[src/rtl/state_seq_ctrl_pkg.sv]
// seq_ctrl_pkg: state codes and shared helpers for the instruction sequencer.
package seq_ctrl_pkg;
    typedef enum logic [4:0] {
        IF0 = 5'd0, IF1, FF0, FF1, FF2, TF0, TF1, EX0, EX1,
        MUL1, MUL2_1, MUL2_2, MUL3, MUL4, IT0, IT1, IT2
    } state_e;

    function automatic int bus_err_id(input int num_irq);
        return num_irq + 1;
    endfunction
endpackage

[src/rtl/state_seq_ctrl_if.sv]
// state_seq_ctrl_if: handshake, instruction-decode and interrupt signals of the sequencer.
interface state_seq_ctrl_if #(
    parameter int NUM_IRQ = 4,
    parameter int MUL_STEPS = 16
);
    logic ack, from_d, to_d, op_mul, op_svc, op_rit;
    logic [NUM_IRQ-1:0] irq_req, irq_mask;
    logic [4:0] state_o;
    logic [$clog2(MUL_STEPS)-1:0] mul_cnt;
    logic ita, itf, bus_err;
    logic [$clog2(NUM_IRQ+2)-1:0] irq_id;

    modport master (
        output ack, from_d, to_d, op_mul, op_svc, op_rit, irq_req, irq_mask,
        input state_o, mul_cnt, ita, itf, irq_id, bus_err
    );
    modport slave (
        input ack, from_d, to_d, op_mul, op_svc, op_rit, irq_req, irq_mask,
        output state_o, mul_cnt, ita, itf, irq_id, bus_err
    );
endinterface

[src/rtl/state_seq_ctrl_irq_prio_enc.sv]
// irq_prio_enc: SVC first (id 0), then lowest-index unmasked channel i (id i+1).
module irq_prio_enc #(
    parameter int NUM_IRQ = 4,
    parameter int IW = $clog2(NUM_IRQ + 2)
) (
    input  logic               svc,
    input  logic [NUM_IRQ-1:0] req,
    output logic               valid,
    output logic [IW-1:0]      id
);
    always_comb begin
        valid = svc | (|req);
        id = '0;
        for (int i = NUM_IRQ - 1; i >= 0; i--) id = req[i] ? IW'(i + 1) : id;
        id = svc ? '0 : id;
    end
endmodule

[src/rtl/state_seq_ctrl.sv]
// state_seq_ctrl: fetch/execute sequencer with MUL loop and prioritised interrupt entry.
// Define STATE_SEQ_ACK_TIMEOUT_EN to bound ACK waits and pulse bus_err on expiry.
module state_seq_ctrl
    import seq_ctrl_pkg::*;
#(
    parameter int NUM_IRQ = 4,
    parameter int MUL_STEPS = 16,
    parameter int TIMEOUT_CYC = 64
) (
    input logic clk,
    input logic reset,
    state_seq_ctrl_if.slave s
);
    localparam int MW = $clog2(MUL_STEPS);
    localparam int IW = $clog2(NUM_IRQ + 2);
    localparam logic [IW-1:0] BERR_ID = IW'(bus_err_id(NUM_IRQ));
    localparam logic [MW-1:0] MUL_LAST = MW'(MUL_STEPS - 1);

    state_e state;
    logic [MW-1:0] mul_cnt;
    logic [IW-1:0] irq_id, enc_id;
    logic [NUM_IRQ-1:0] pending, clr;
    logic itf, svc_pending, enc_valid, ita, wait_if, timeout;

    if (NUM_IRQ < 1 || NUM_IRQ > 16 || MUL_STEPS < 2 || MUL_STEPS > 64 || TIMEOUT_CYC < 2) begin : g_param_check
        $error("state_seq_ctrl: parameter out of range");
    end

    irq_prio_enc #(.NUM_IRQ(NUM_IRQ), .IW(IW)) u_enc (
        .svc(svc_pending),
        .req(pending & ~s.irq_mask),
        .valid(enc_valid),
        .id(enc_id)
    );

    assign ita = itf & enc_valid;
    assign wait_if = state inside {IF0, FF0, TF0};

    always_comb begin
        clr = '0;
        for (int i = 0; i < NUM_IRQ; i++) clr[i] = state == IT2 && irq_id == IW'(i + 1);
    end

`ifdef STATE_SEQ_ACK_TIMEOUT_EN
    localparam int TW = $clog2(TIMEOUT_CYC);
    logic [TW-1:0] tcnt;
    logic wait_st;
    assign wait_st = wait_if || state inside {IT0, IT1};
    assign timeout = wait_st && !s.ack && tcnt == TW'(TIMEOUT_CYC - 1);
    assign s.bus_err = timeout;
    // Any ack or leaving a wait state restarts the count.
    always_ff @(posedge clk)
        tcnt <= (reset || !wait_st || s.ack || timeout) ? '0 : tcnt + 1'b1;
`else
    assign timeout = 1'b0;
    assign s.bus_err = 1'b0;
`endif

    always_ff @(posedge clk) begin
        if (reset) begin
            state <= IF0;
            mul_cnt <= '0;
            itf <= 1'b0;
            irq_id <= '0;
            pending <= '0;
            svc_pending <= 1'b0;
        end else begin
            // A request in the same cycle as the IT2 clear keeps the bit set.
            pending <= s.irq_req | (pending & ~clr);
            svc_pending <= (state == EX0 && s.op_svc) | (svc_pending & !(state == IT2 && irq_id == '0));
            if (timeout) begin
                state <= wait_if ? IT0 : IF0;
                if (wait_if) begin
                    irq_id <= BERR_ID;
                    itf <= 1'b0;
                end
            end else begin
                case (state)
                    IF0: state <= s.ack ? IF1 : IF0;
                    IF1: state <= !s.from_d ? FF0 : !s.to_d ? TF0 : EX0;
                    FF0: state <= s.ack ? FF1 : FF0;
                    FF1: state <= FF2;
                    FF2: state <= s.to_d ? EX0 : TF0;
                    TF0: state <= s.ack ? TF1 : TF0;
                    TF1: state <= EX0;
                    EX0: state <= s.op_mul ? MUL1 : EX1;
                    MUL1: begin
                        state <= MUL2_1;
                        mul_cnt <= '0;
                    end
                    MUL2_1: state <= MUL2_2;
                    MUL2_2: begin
                        state <= mul_cnt != MUL_LAST ? MUL2_1 : MUL3;
                        if (mul_cnt != MUL_LAST) mul_cnt <= mul_cnt + 1'b1;
                    end
                    MUL3: state <= MUL4;
                    MUL4: state <= EX1;
                    EX1: begin
                        state <= ita ? IT0 : IF0;
                        if (ita) begin
                            irq_id <= enc_id;
                            itf <= 1'b0;
                        end else if (s.op_rit) begin
                            itf <= 1'b1;
                        end
                    end
                    IT0: state <= s.ack ? IT1 : IT0;
                    IT1: state <= s.ack ? IT2 : IT1;
                    IT2: state <= IF0;
                    default: state <= IF0;
                endcase
            end
        end
    end

    assign s.state_o = state;
    assign s.mul_cnt = mul_cnt;
    assign s.ita = ita;
    assign s.itf = itf;
    assign s.irq_id = irq_id;
endmodule
[src/flat_wrapper.sv]
// flat-port wrapper written by rule: the top's interface ports become plain ports
module state_seq_ctrl_flat import seq_ctrl_pkg::*;
#(
    parameter int NUM_IRQ = 4,
    parameter int MUL_STEPS = 16,
    parameter int TIMEOUT_CYC = 64
)
  (clk, reset, s_ack, s_from_d, s_to_d, s_op_mul, s_op_svc, s_op_rit, s_irq_req, s_irq_mask, s_state_o, s_mul_cnt, s_ita, s_itf, s_irq_id, s_bus_err);
  state_seq_ctrl_if #(.NUM_IRQ(NUM_IRQ), .MUL_STEPS(MUL_STEPS)) s_i ();
  input logic clk;
  input logic reset;
  input wire logic [$bits(s_i.ack)-1:0] s_ack;
  input wire logic [$bits(s_i.from_d)-1:0] s_from_d;
  input wire logic [$bits(s_i.to_d)-1:0] s_to_d;
  input wire logic [$bits(s_i.op_mul)-1:0] s_op_mul;
  input wire logic [$bits(s_i.op_svc)-1:0] s_op_svc;
  input wire logic [$bits(s_i.op_rit)-1:0] s_op_rit;
  input wire logic [$bits(s_i.irq_req)-1:0] s_irq_req;
  input wire logic [$bits(s_i.irq_mask)-1:0] s_irq_mask;
  output wire logic [$bits(s_i.state_o)-1:0] s_state_o;
  output wire logic [$bits(s_i.mul_cnt)-1:0] s_mul_cnt;
  output wire logic [$bits(s_i.ita)-1:0] s_ita;
  output wire logic [$bits(s_i.itf)-1:0] s_itf;
  output wire logic [$bits(s_i.irq_id)-1:0] s_irq_id;
  output wire logic [$bits(s_i.bus_err)-1:0] s_bus_err;
  assign s_i.ack = s_ack;
  assign s_i.from_d = s_from_d;
  assign s_i.to_d = s_to_d;
  assign s_i.op_mul = s_op_mul;
  assign s_i.op_svc = s_op_svc;
  assign s_i.op_rit = s_op_rit;
  assign s_i.irq_req = s_irq_req;
  assign s_i.irq_mask = s_irq_mask;
  assign s_state_o = s_i.state_o;
  assign s_mul_cnt = s_i.mul_cnt;
  assign s_ita = s_i.ita;
  assign s_itf = s_i.itf;
  assign s_irq_id = s_i.irq_id;
  assign s_bus_err = s_i.bus_err;
  state_seq_ctrl #(.NUM_IRQ(NUM_IRQ), .MUL_STEPS(MUL_STEPS), .TIMEOUT_CYC(TIMEOUT_CYC)) u_core (.clk(clk), .reset(reset), .s(s_i));
endmodule
[config.mk]
export PLATFORM = sky130hd
export DESIGN_NAME = state_seq_ctrl_flat
export DESIGN_NICKNAME = d
export VERILOG_FILES = /design/src/rtl/state_seq_ctrl_pkg.sv /design/src/rtl/state_seq_ctrl_if.sv /design/src/rtl/state_seq_ctrl_irq_prio_enc.sv /design/src/rtl/state_seq_ctrl.sv /design/src/flat_wrapper.sv
export SDC_FILE = /design/constraint.sdc
export NUM_CORES = 1
export LEC_CHECK = 0
export ABC_AREA = 1
export BUFFER_PORTS_ARGS = -buffer_cell sky130_fd_sc_hd__clkbuf_2
export CAP_MARGIN = 15
export CELL_PAD_IN_SITES_DETAIL_PLACEMENT = 1
export CELL_PAD_IN_SITES_GLOBAL_PLACEMENT = 2
export CORE_MARGIN = 2
export CORE_UTILIZATION = 23
export CTS_CLUSTER_DIAMETER = 60
export DETAILED_ROUTE_END_ITERATION = 8
export HOLD_SLACK_MARGIN = 0.03
export PLACE_DENSITY_LB_ADDON = 0.1
export SYNTH_ARGS = -nofsm -noshare
export SYNTH_HDL_FRONTEND = slang
export SYNTH_SLANG_ARGS = --single-unit
[constraint.sdc]
create_clock -name clk -period 1.17 [get_ports clk]
set_input_delay 0.0585 -clock clk [delete_from_list [all_inputs] [get_ports clk]]
set_output_delay 0.0585 -clock clk [all_outputs]
set_load 0.1 [all_outputs]
Word level (Yosys, flattened, before mapping):

Cells that the tools add are included.

* register bits: 18
* output and inout port bits: 15
* input port bits: 16
* word-level logic and storage cells: 73

* reductions and logical operators: 15
* bitwise logic cells: 9
* mux-type cells: 20
* $add $sub $neg: 1
* equal/unequal tests: 22

Operators by type and width (count)
* $pmux 5 s16: 1
* $eq 5x4->1 const B: 8
* $mux 3: 7
* $eq 5x3->1 const B: 4
* $eq 5x2->1 const B: 2
* $and 4x4->4: 2
* $mux 4: 2
* $not 4->4: 2
* $pmux 4 s2: 1
* $eq 3x2->1 const B: 2
* $logic_and 1x1->1: 6
* $mux 1: 6
* $reduce_and 2->1: 3
* $eq 5x1->1 const B: 1
* $eq 5x5->1 const B: 1
* $logic_not 5->1: 1
* $mux 5: 1
* $add 4x1->4 const B: 1
* $mux 2: 2
* $ne 4x4->1 const B: 1
* $or 4x4->4: 1
* $reduce_bool 2->1: 2
* $reduce_or 4->1: 1
* $eq 3x1->1 const B: 1
* 6 further kinds: 8

Logic depth before layout (Yosys ltp):

Gate-level depths: netlist of run 1.

* depth after elaboration: 7
* gate-level depth with buffers: 9
* gate-level depth less buffers: 9

Cells and area by module:

From an unflattened synthesis of run 1, not the netlist that was laid out.

* cells, all modules: 186
* area, all modules: 1162.4 um2

By module, submodules not included
* state_seq_ctrl: area an instance 1108.6 um2, times used 1, cells each 175, seq. area each 360.3 um2
* irq_prio_enc: area an instance 53.8 um2, times used 1, cells each 11, seq. area each 0.0 um2

Worst setup path before layout of run 1:

Ideal clock, no wire load.

* kind: flip-flop to flip-flop
* start point: register u_core.mul_cnt[0], in the netlist u_core.s.mul_cnt[0]
* end point: register u_core.mul_cnt[3], in the netlist u_core.s.mul_cnt[3]
* required time: 1.052 ns
* library setup time: 0.118 ns
* cell stages (with the launch flop): 7
* buffers on the path: 0
* setup slack: -0.877 ns
* arrival time: 1.929 ns
* cells stage by stage: dfxtp_1 -> ha_1 -> nand3_1 -> a21oi_2 -> inv_2 -> o21ai_0 -> nor2_1

* longest elaborated chain between the ends: 3

Ends and longest elaborated chain
* from (decl): RTL line state_seq_ctrl.sv:20 `logic [MW-1:0] mul_cnt;`
* from (signal assigned): RTL line state_seq_ctrl.sv:94 `if (mul_cnt != MUL_LAST) mul_cnt <= mul_cnt + 1'b1;`
* $add 4x1->4 or $ne 4x4->1 (tied branches): RTL line state_seq_ctrl.sv:94
* $mux 4 or $ne 2x1->1 (tied branches)
* $pmux 4 s2 or $reduce_and 2->1 (tied branches)

Several ways; a longest one is shown, not always the timed one. The select of a mux whose other input is x is not followed.
A chain may end at the register's enable or synchronous reset.

Worst setup path after layout of run 1:

* start point: register u_core.pending[0]
* end point: output port s_ita

* longest elaborated chain between the ends: 4

Ends and longest elaborated chain
* from (decl): RTL line state_seq_ctrl.sv:22 `logic [NUM_IRQ-1:0] pending, clr;`
* from (signal assigned): RTL line state_seq_ctrl.sv:69 `pending <= s.irq_req | (pending & ~clr);`
* $and 4x4->4: RTL line state_seq_ctrl.sv:31 `.req(pending & ~s.irq_mask),`
* $reduce_or 4->1: RTL line state_seq_ctrl_irq_prio_enc.sv:12 `valid = svc | (|req);`
* $or 1x1->1: RTL line state_seq_ctrl_irq_prio_enc.sv:12
* $and 1x1->1: RTL line state_seq_ctrl.sv:36 `assign ita = itf & enc_valid;`
* to (decl): RTL line flat_wrapper.sv:22 `output wire logic [$bits(s_i.ita)-1:0] s_ita;`

Every way passes these cells.

==> summary.txt, run 1 <==
Worst R2R Start: u_core.s.state_o[4]$_SDFF_PP0_
worst path arrival time: 1280 ps
Worst Hold Slack: 38.96 ps
routed via count: 1381
IO Count: 31
CP max stage cell: dfxtp_2
post-synthesis adder-cell area fraction: 1.160%
CP Capture Type: primary output
Top cell by count, worst path: nand2_2
layout cells sized above 1: 61.07%
VDD IR max: 374.2 µV
simple-gate share of the synthesized area: 38.98%
Total Routing Usage GR: 17.31%
Flop pwr share: 31.8%
Tmin final: 1339 ps
CTS buffer count: 3
startpoint types: flop
prevailing post-synth register cell: dfxtp_1
gpl congestion: 0.8587
ANT cells: 0
DRT Pass-1 Iters: 4
Worst Path Required: 1110 ps
Mapped Cells: 176
mux share of post-synthesis cell area: 0%
Switching Power: 0.9247 mW
first-pass GRT wire length: 7.100 mm
cell family with most CP delay: simple AND/OR/NAND/NOR gates
Placed Cells incl. Taps: 276
cell area after synthesis: 1079 µm²
Ys Warns: 0
top cells by area, synth: dfxtp_1, nand2_1, nor2_1
Avg Inst Size Synth: 6.128 µm²
Power Density: 1054 nW/µm²
hold path startpoint: reset
switch share: 39.79%
Static Leakage: 0.9766 nW
max incr delay on CP: 330 ps
CTS Root Cell: clkbuf_8
WL final: 4.412 mm
MaxCap Viol Count: 0
number of antenna violations at the first check in global routing: 0
vias in the first global route: 1504
worst skew pair latency: 260 ps
RSZ-0062 raised after global routing: true
Combinational Power Share: 45.4%
Synth Area in Compound Gates: 13.81%
PnR worst setup slack: -169.3 ps
clk slew on worst S/H paths: 80 ps
Synth cell types: 24
grt total ovfl: 0
xor-xnor portion of the synthesized cell area: 0.8121%
largest fanout on the critical path: 2
post-route cell area: 2206 µm²
P&R area growth vs syn: 104.5%
count of input and output buffers: 29
clock share of power: 22.8%
clk buf depth: 2
Die W: 72.48 µm
sum of buffers and inverters on the critical path: 2
syn_nets: 193
CTS tree: built
main combinational cell family by area after synthesis: simple AND/OR/NAND/NOR gates
Die Footprint: 5253 µm²
Initial DRC Count: 67
Setup crit start: u_core.pending[0]$_SDFF_PP0_
Post-DP HPWL: 3.195 mm
Yosys top cell area share: 33.41%
min-delay worst type: in -> reg
sequential fraction of the synthesis area: 33.41%
Die Ht: 72.48 µm
Layout Cells excl Fill: 296
Synth Register Bits: 18
H-tree depth: 1
Initial Util: 24.27%
fmax: 746.6 MHz
Final nets: 262
Cell Int Power: 1.399 mW
Final setup viols: 14
Worst Skew: 4.762 ps
Core ar.: 4444 µm²
Post-synth top cells: nand2_1, nor2_1, inv_1
EDFF count, synth: 0
Fin. Hold Viols: 0
status: complete, but fails checks
CP cell instances: nand2_2, nand2_2, nor2_2, nand2_2, nand2_2, clkinvlp_4, buf_12
row cnt: 24
Max Transition Viols Final: 0
Via density: 4.666
Async S/R FF share, synth: 0%
failing checks: setup timing
Tcrit/Tclk final: 114.5%
placed standard-cell area: 1764 µm²
DRC: 0
Yosys top cell by area: dfxtp_1
WL/cell: 14.91 µm
clk sink count: 18
DRT antenna net count: 0
Crit Path Category: reg -> out
Post-Place Setup Slack: -124.8 ps
largest net degree at the start of global routing: 11
-- worst register-to-register path, delay by kind of cell, from the launching register on --
kind,cells,cell delay [ps]
simple gates,8,770
buf+inv,1,90
flops,1,380
-- power by group through the flow --
| stage | logic (mW) | clock network [mW] | registers [mW] |
|---|---|---|---|
| final | 1.06 | 0.529 | 0.739 |
| after global routing | 1.13 | 0.578 | 0.744 |
| after CTS | 0.983 | 0.547 | 0.729 |
| after detailed placement | 0.819 | 0 | 0.725 |
| after global placement | 0.811 | 0 | 0.725 |
| after floorplan | 0.280 | 0 | 0.895 |
-- path summary, 6_finish.rpt --
kind	to	slack, ps	cells after the start
worst max-delay path	s_ita	-170	7
worst min-delay path	u_core.pending[3]$_SDFF_PP0_	40	2
worst max register to register	u_core.s.state_o[1]$_SDFF_PP0_	-150	9
worst min register to register	u_core.pending[0]$_SDFF_PP0_	490	2
-- cell families after synthesis --
group	Yosys count
buffers and inverters	32
other	1
adder cells (fa/ha/maj)	1
flip-flops	18
AO/OA/AOI/OAI	27
AND/OR/NAND/NOR	96
XOR/XNOR	1
-- placed cells by master, fill, tap and decap left out, types with 4 or more instances in the layout --
| cell | Yosys | layout |
|---|---|---|
| inv_4 | 0 | 4 |
| a21oi_1 | 11 | 8 |
| nand2_1 | 33 | 16 |
| nand3_4 | 0 | 4 |
| dfxtp_2 | 0 | 5 |
| inv_1 | 28 | 20 |
| buf_4 | 1 | 30 |
| nor2_2 | 3 | 8 |
| nand3_1 | 17 | 9 |
| nand2_2 | 3 | 15 |
| nand2_4 | 0 | 4 |
| o21ai_1 | 1 | 7 |
| buf_12 | 0 | 15 |
| nand3_2 | 1 | 5 |
| nor2_4 | 1 | 10 |
| clkbuf_8 | 0 | 4 |
| nor2_1 | 33 | 19 |
| dfxtp_4 | 0 | 11 |
| clkbuf_2 | 0 | 15 |
-- metrics by stage --
| stage | utilization, % | setup TNS, ps | power, mW |
|---|---|---|---|
| after global routing | 49.63 | -2006 | 2.448 |
| after detailed placement | 39.70 | -983.8 | 1.544 |
| final | 49.63 | -979.9 | 2.324 |
| after global placement | 39.70 | -884.3 | 1.536 |
| after floorplan | - | -1370 | 1.175 |
| after CTS | 46.45 | -679.2 | 2.260 |
-- state kept, by name (all words and copies together) (netlist names) --
| name | cells |
|---|---|
| u_core.pending | 4 |
| u_core.s.irq_id | 3 |
| u_core.s.itf | 1 |
| u_core.s.mul_cnt | 4 |
| u_core.s.state_o | 5 |
| u_core.svc_pending | 1 |
-- area by class of cell --
class / count / area [µm²]
Fill cell: 545 / 2238
Multi-Input combinational cell: 126 / 877.1
Timing Repair Buffer: 66 / 664.4
Sequential cell: 18 / 407.9
Inverter: 30 / 136.4
Tap cell: 52 / 65.06
Clock buffer: 4 / 55.05
-- metal layers --
| layer | global-route usage, % | vias to the layer above | part of all wire (%) |
|---|---|---|---|
| met2 | 31.09 | 21 | 52 |
| met3 | 2.639 | 2 | 2.1 |
| li1 | - | 693 | - |
| met4 | 3.704 | 0 | 0.57 |
| met1 | 21.86 | 665 | 45 |
| met5 | 0 | - | 0 |
-- repair_timing --
item,CTS,global route
buffers inserted,9,4
hold buffers,3,0
endpoints found under the setup margin,15,17
gates resized for setup,38,37
pin swaps,16,22
endpoints found under the hold margin,3,0
Power figures use the tool's default switching activity.
==> run 2: changes to the inputs <==
CORE_UTILIZATION = 24   (was 23)
HOLD_SLACK_MARGIN = default   (was 0.03)
SYNTH_HIERARCHICAL = 1   (was default)
==> run 2 against run 1 <==
Effect of this change: the run still ends with setup timing left; largest cell class unchanged; core utilization fell by 2.6 points; via count up 1.9%; hold slack worse by 25 ps; die area rose by 3.1%; clock-buffer cell count unchanged; cell count grew 1.7%; power up 4.7%; sequential share of layout area is 0.33 points lower; largest power group unchanged; wire length decreased by 4.9%; synthesized area grew 7.8%; combinational power rose by 8%; sequential cell count did not move.
==> summary.txt, run 2 <==
Cell Int Power: 1.429 mW (+2.1%)
cell area after synthesis: 1162 µm² (+7.8%)
Worst Path Required: 1110 ps (about the same)
Placed Cells incl. Taps: 288 (+4.3%)
Yosys top cell by area: dfxtp_1
worst skew pair latency: 260 ps (about the same)
DRT Pass-1 Iters: 4 (unchanged)
CTS tree: built
Tmin final: 1436 ps (+96.61 ps)
gpl congestion: 0.7697 (-10%)
WL/cell: 13.94 µm (-6.5%)
Ys Warns: 6 (+6)
Worst R2R Start: u_core/pending[0]$_SDFF_PP0_
Layout Cells excl Fill: 301 (+1.7%)
IO Count: 31 (unchanged)
top cells by area, synth: dfxtp_1, nand2_1, nor2_1
Power Density: 1104 nW/µm² (+4.8%)
max FFs per register: 5 (unchanged)
row cnt: 25 (+4.2%)
Top cell by count, worst path: nor2_4
P&R area growth vs syn: 89.67%
Synth cell types: 27 (+13%)
CP cell instances: inv_2, nor2_4, nor2_4, nand3b_1, nand2_2, clkinvlp_4, buf_6, buf_12
post-route cell area: 2205 µm² (about the same)
Total Routing Usage GR: 16.18% (-1.1 points)
Tcrit/Tclk final: 122.7% (+8.3 points)
CTS Root Cell: clkbuf_8
number of antenna violations at the first check in global routing: 0 (unchanged)
startpoint types: flop
clk slew on worst S/H paths: 70 ps (about the same)
Async S/R FF share, synth: 0% (unchanged)
most frequent cells in the layout: nand2_1, buf_4, nor2_1, inv_1
Post-DP HPWL: 3.217 mm (+0.69%)
Switching Power: 1.004 mW (+8.6%)
Crit Path Category: reg -> out
WL final: 4.195 mm (-4.9%)
clk buf depth: 2 (unchanged)
ANT cells: 0 (unchanged)
Setup crit start: u_core/pending[0]$_SDFF_PP0_
Synth Register Bits: 18 (unchanged)
CP Capture Type: primary output
VDD IR max: 509.8 µV (+36%)
Via density: 4.674 (+0.19%)
failing checks: setup timing
Die Footprint: 5416 µm² (+3.1%)
layout cells sized above 1: 59.51% (-1.6 points)
Static Leakage: 1.003 nW (+2.7%)
Flop pwr share: 31.5% (-0.3 points)
CTS buffer count: 3 (unchanged)
min-delay worst type: in -> reg
first-pass GRT wire length: 6.782 mm (-4.5%)
Mapped Cells: 186 (+5.7%)
H-tree depth: 1 (unchanged)
clk sink count: 18 (unchanged)
grt total ovfl: 0 (unchanged)
Die Ht: 73.60 µm (+1.5%)
Max Transition Viols Final: 0 (unchanged)
MaxCap Viol Count: 0 (unchanged)
largest net degree at the start of global routing: 15 (+4)
status: complete, but fails checks
sequential fraction of the synthesis area: 31.00% (-2.4 points)
Pwr Total: 2.434 mW (+4.7%)
vias in the first global route: 1477 (-1.8%)
switch share: 41.27% (+1.5 points)
Yosys top cell area share: 31.00% (-2.4 points)
PnR worst setup slack: -266.0 ps (-96.61 ps)
most instantiated library cell after synthesis: nand2_1
clock share of power: 21.7% (-1.1 points)
post-layout util: 46.99% (-2.6 points)
Worst Hold Slack: 14.46 ps (-24.51 ps)
Core ar.: 4692 µm² (+5.6%)
CP max stage cell: dfxtp_2
Post-synth top cells: nand2_1, nor2_1, inv_1
hold path startpoint: s_irq_req[2]
fmax: 696.4 MHz (-6.7%)
Fin. Hold Viols: 0 (unchanged)
Worst Skew: 1.013 ps (-3.750 ps)
routed via count: 1407 (+1.9%)
Final setup viols: 15 (+1)
placed standard-cell area: 1899 µm² (+7.7%)
worst path arrival time: 1380 ps (+100 ps)
Die W: 73.60 µm (+1.5%)
prevailing post-synth register cell: dfxtp_1
DRT antenna net count: 0 (unchanged)
Final nets: 265 (+1.1%)
Initial Util: 24.77% (+0.51 points)
Initial DRC Count: 24 (-64%)
largest fanout on the critical path: 2 (unchanged)
syn_nets: 203 (+5.2%)
max incr delay on CP: 330 ps (about the same)
EDFF count, synth: 0 (unchanged)
RSZ-0062 raised after global routing: true
Avg Inst Size Synth: 6.249 µm² (+2.0%)
commonest non-fill, non-tap cell in the layout: nand2_1
DRC: 0 (unchanged)
count of input and output buffers: 29 (unchanged)
Combinational Power Share: 46.8% (+1.4 points)
-- run 2: cell count changes in the layout (fill, tap and decap cells not counted), sizes merged, moves of 3 or more --
cell,before,now
nand3,18,23
o21ai,11,7
nand2,36,40
buf,48,45
nor2,37,41
dlygate4sd3,3,0
a21oi,12,17
-- run 2: worst paths after layout --
kind	cells past startpoint	to	slack [ps]
setup / recovery	8	s_ita	-270
hold / removal	3	u_core/pending[2]$_SDFF_PP0_	10
setup reg to reg	11	u_core/s.state_o[1]$_SDFF_PP0_	-230
hold reg to reg	2	u_core/pending[3]$_SDFF_PP0_	470
-- run 2: metrics by stage --
| step | worst slack (ps) | TNS [ps] |
|---|---|---|
| after floorplan | -538.8 | -3991 |
| after global placement | -118.6 | -1078 |
| after detailed placement | -170.1 | -1455 |
| after CTS | -265.1 | -2135 |
| after global routing | -343.6 | -3681 |
| final | -266.0 | -2010 |
-- run 2: power groups by stage --
| stage | clock [mW] | sequential (mW) | combinational [mW] |
|---|---|---|---|
| 2_1_floorplan | 0 | 0.954 | 0.386 |
| 3_3_place_gp | 0 | 0.763 | 0.977 |
| 3_5_place_dp | 0 | 0.762 | 0.992 |
| 4_1_cts | 0.540 | 0.765 | 1.07 |
| 5_1_grt | 0.572 | 0.776 | 1.22 |
| 6_report | 0.529 | 0.767 | 1.14 |
-- run 2: per-layer routing --
metal / GRT usage, % / share of wire (%) / vias up
met1: 21.16 / 44 / 670
li1: - / - / 714
met4: 5.253 / 1.0 / 0
met5: 0 / 0 / -
met3: 1.920 / 2.3 / 4
met2: 27.48 / 52 / 19
-- run 2: cell families (layout without fill, tap and decap cells) --
| group | after synthesis | count (layout) | synth area share [%] |
|---|---|---|---|
| and+or+nand+nor | 110 | 110 | 45.64 |
| buffers and inverters | 31 | 92 | 10.66 |
| AOI/OAI and AO/OA | 25 | 25 | 11.30 |
| DFF | 18 | 18 | 31.00 |
| adders and majority gates | 1 | 1 | 1.076 |
| other | 1 | 1 | 0.3226 |
-- run 2: what timing repair did --
action,CTS,global route
gates resized for setup,28,23
buffers inserted,5,4
pin swaps,12,16
setup endpoints to repair,18,18
hold buffers,0,0
-- run 2: layout make-up --
| class | count | area, µm² |
|---|---|---|
| Inverter | 28 | 133.9 |
| Clock buffer | 4 | 55.05 |
| Tap cell | 54 | 67.56 |
| Timing Repair Buffer | 60 | 623.1 |
| Fill cell | 593 | 2487 |
| Multi-Input combinational cell | 137 | 924.6 |
| Sequential cell | 18 | 400.4 |
-- run 2: critical path: cells and delay by family (launching register included) --
family	cells	cell delay, ps
buffers and inverters	4	430
DFF	1	330
and+or+nand+nor	4	350
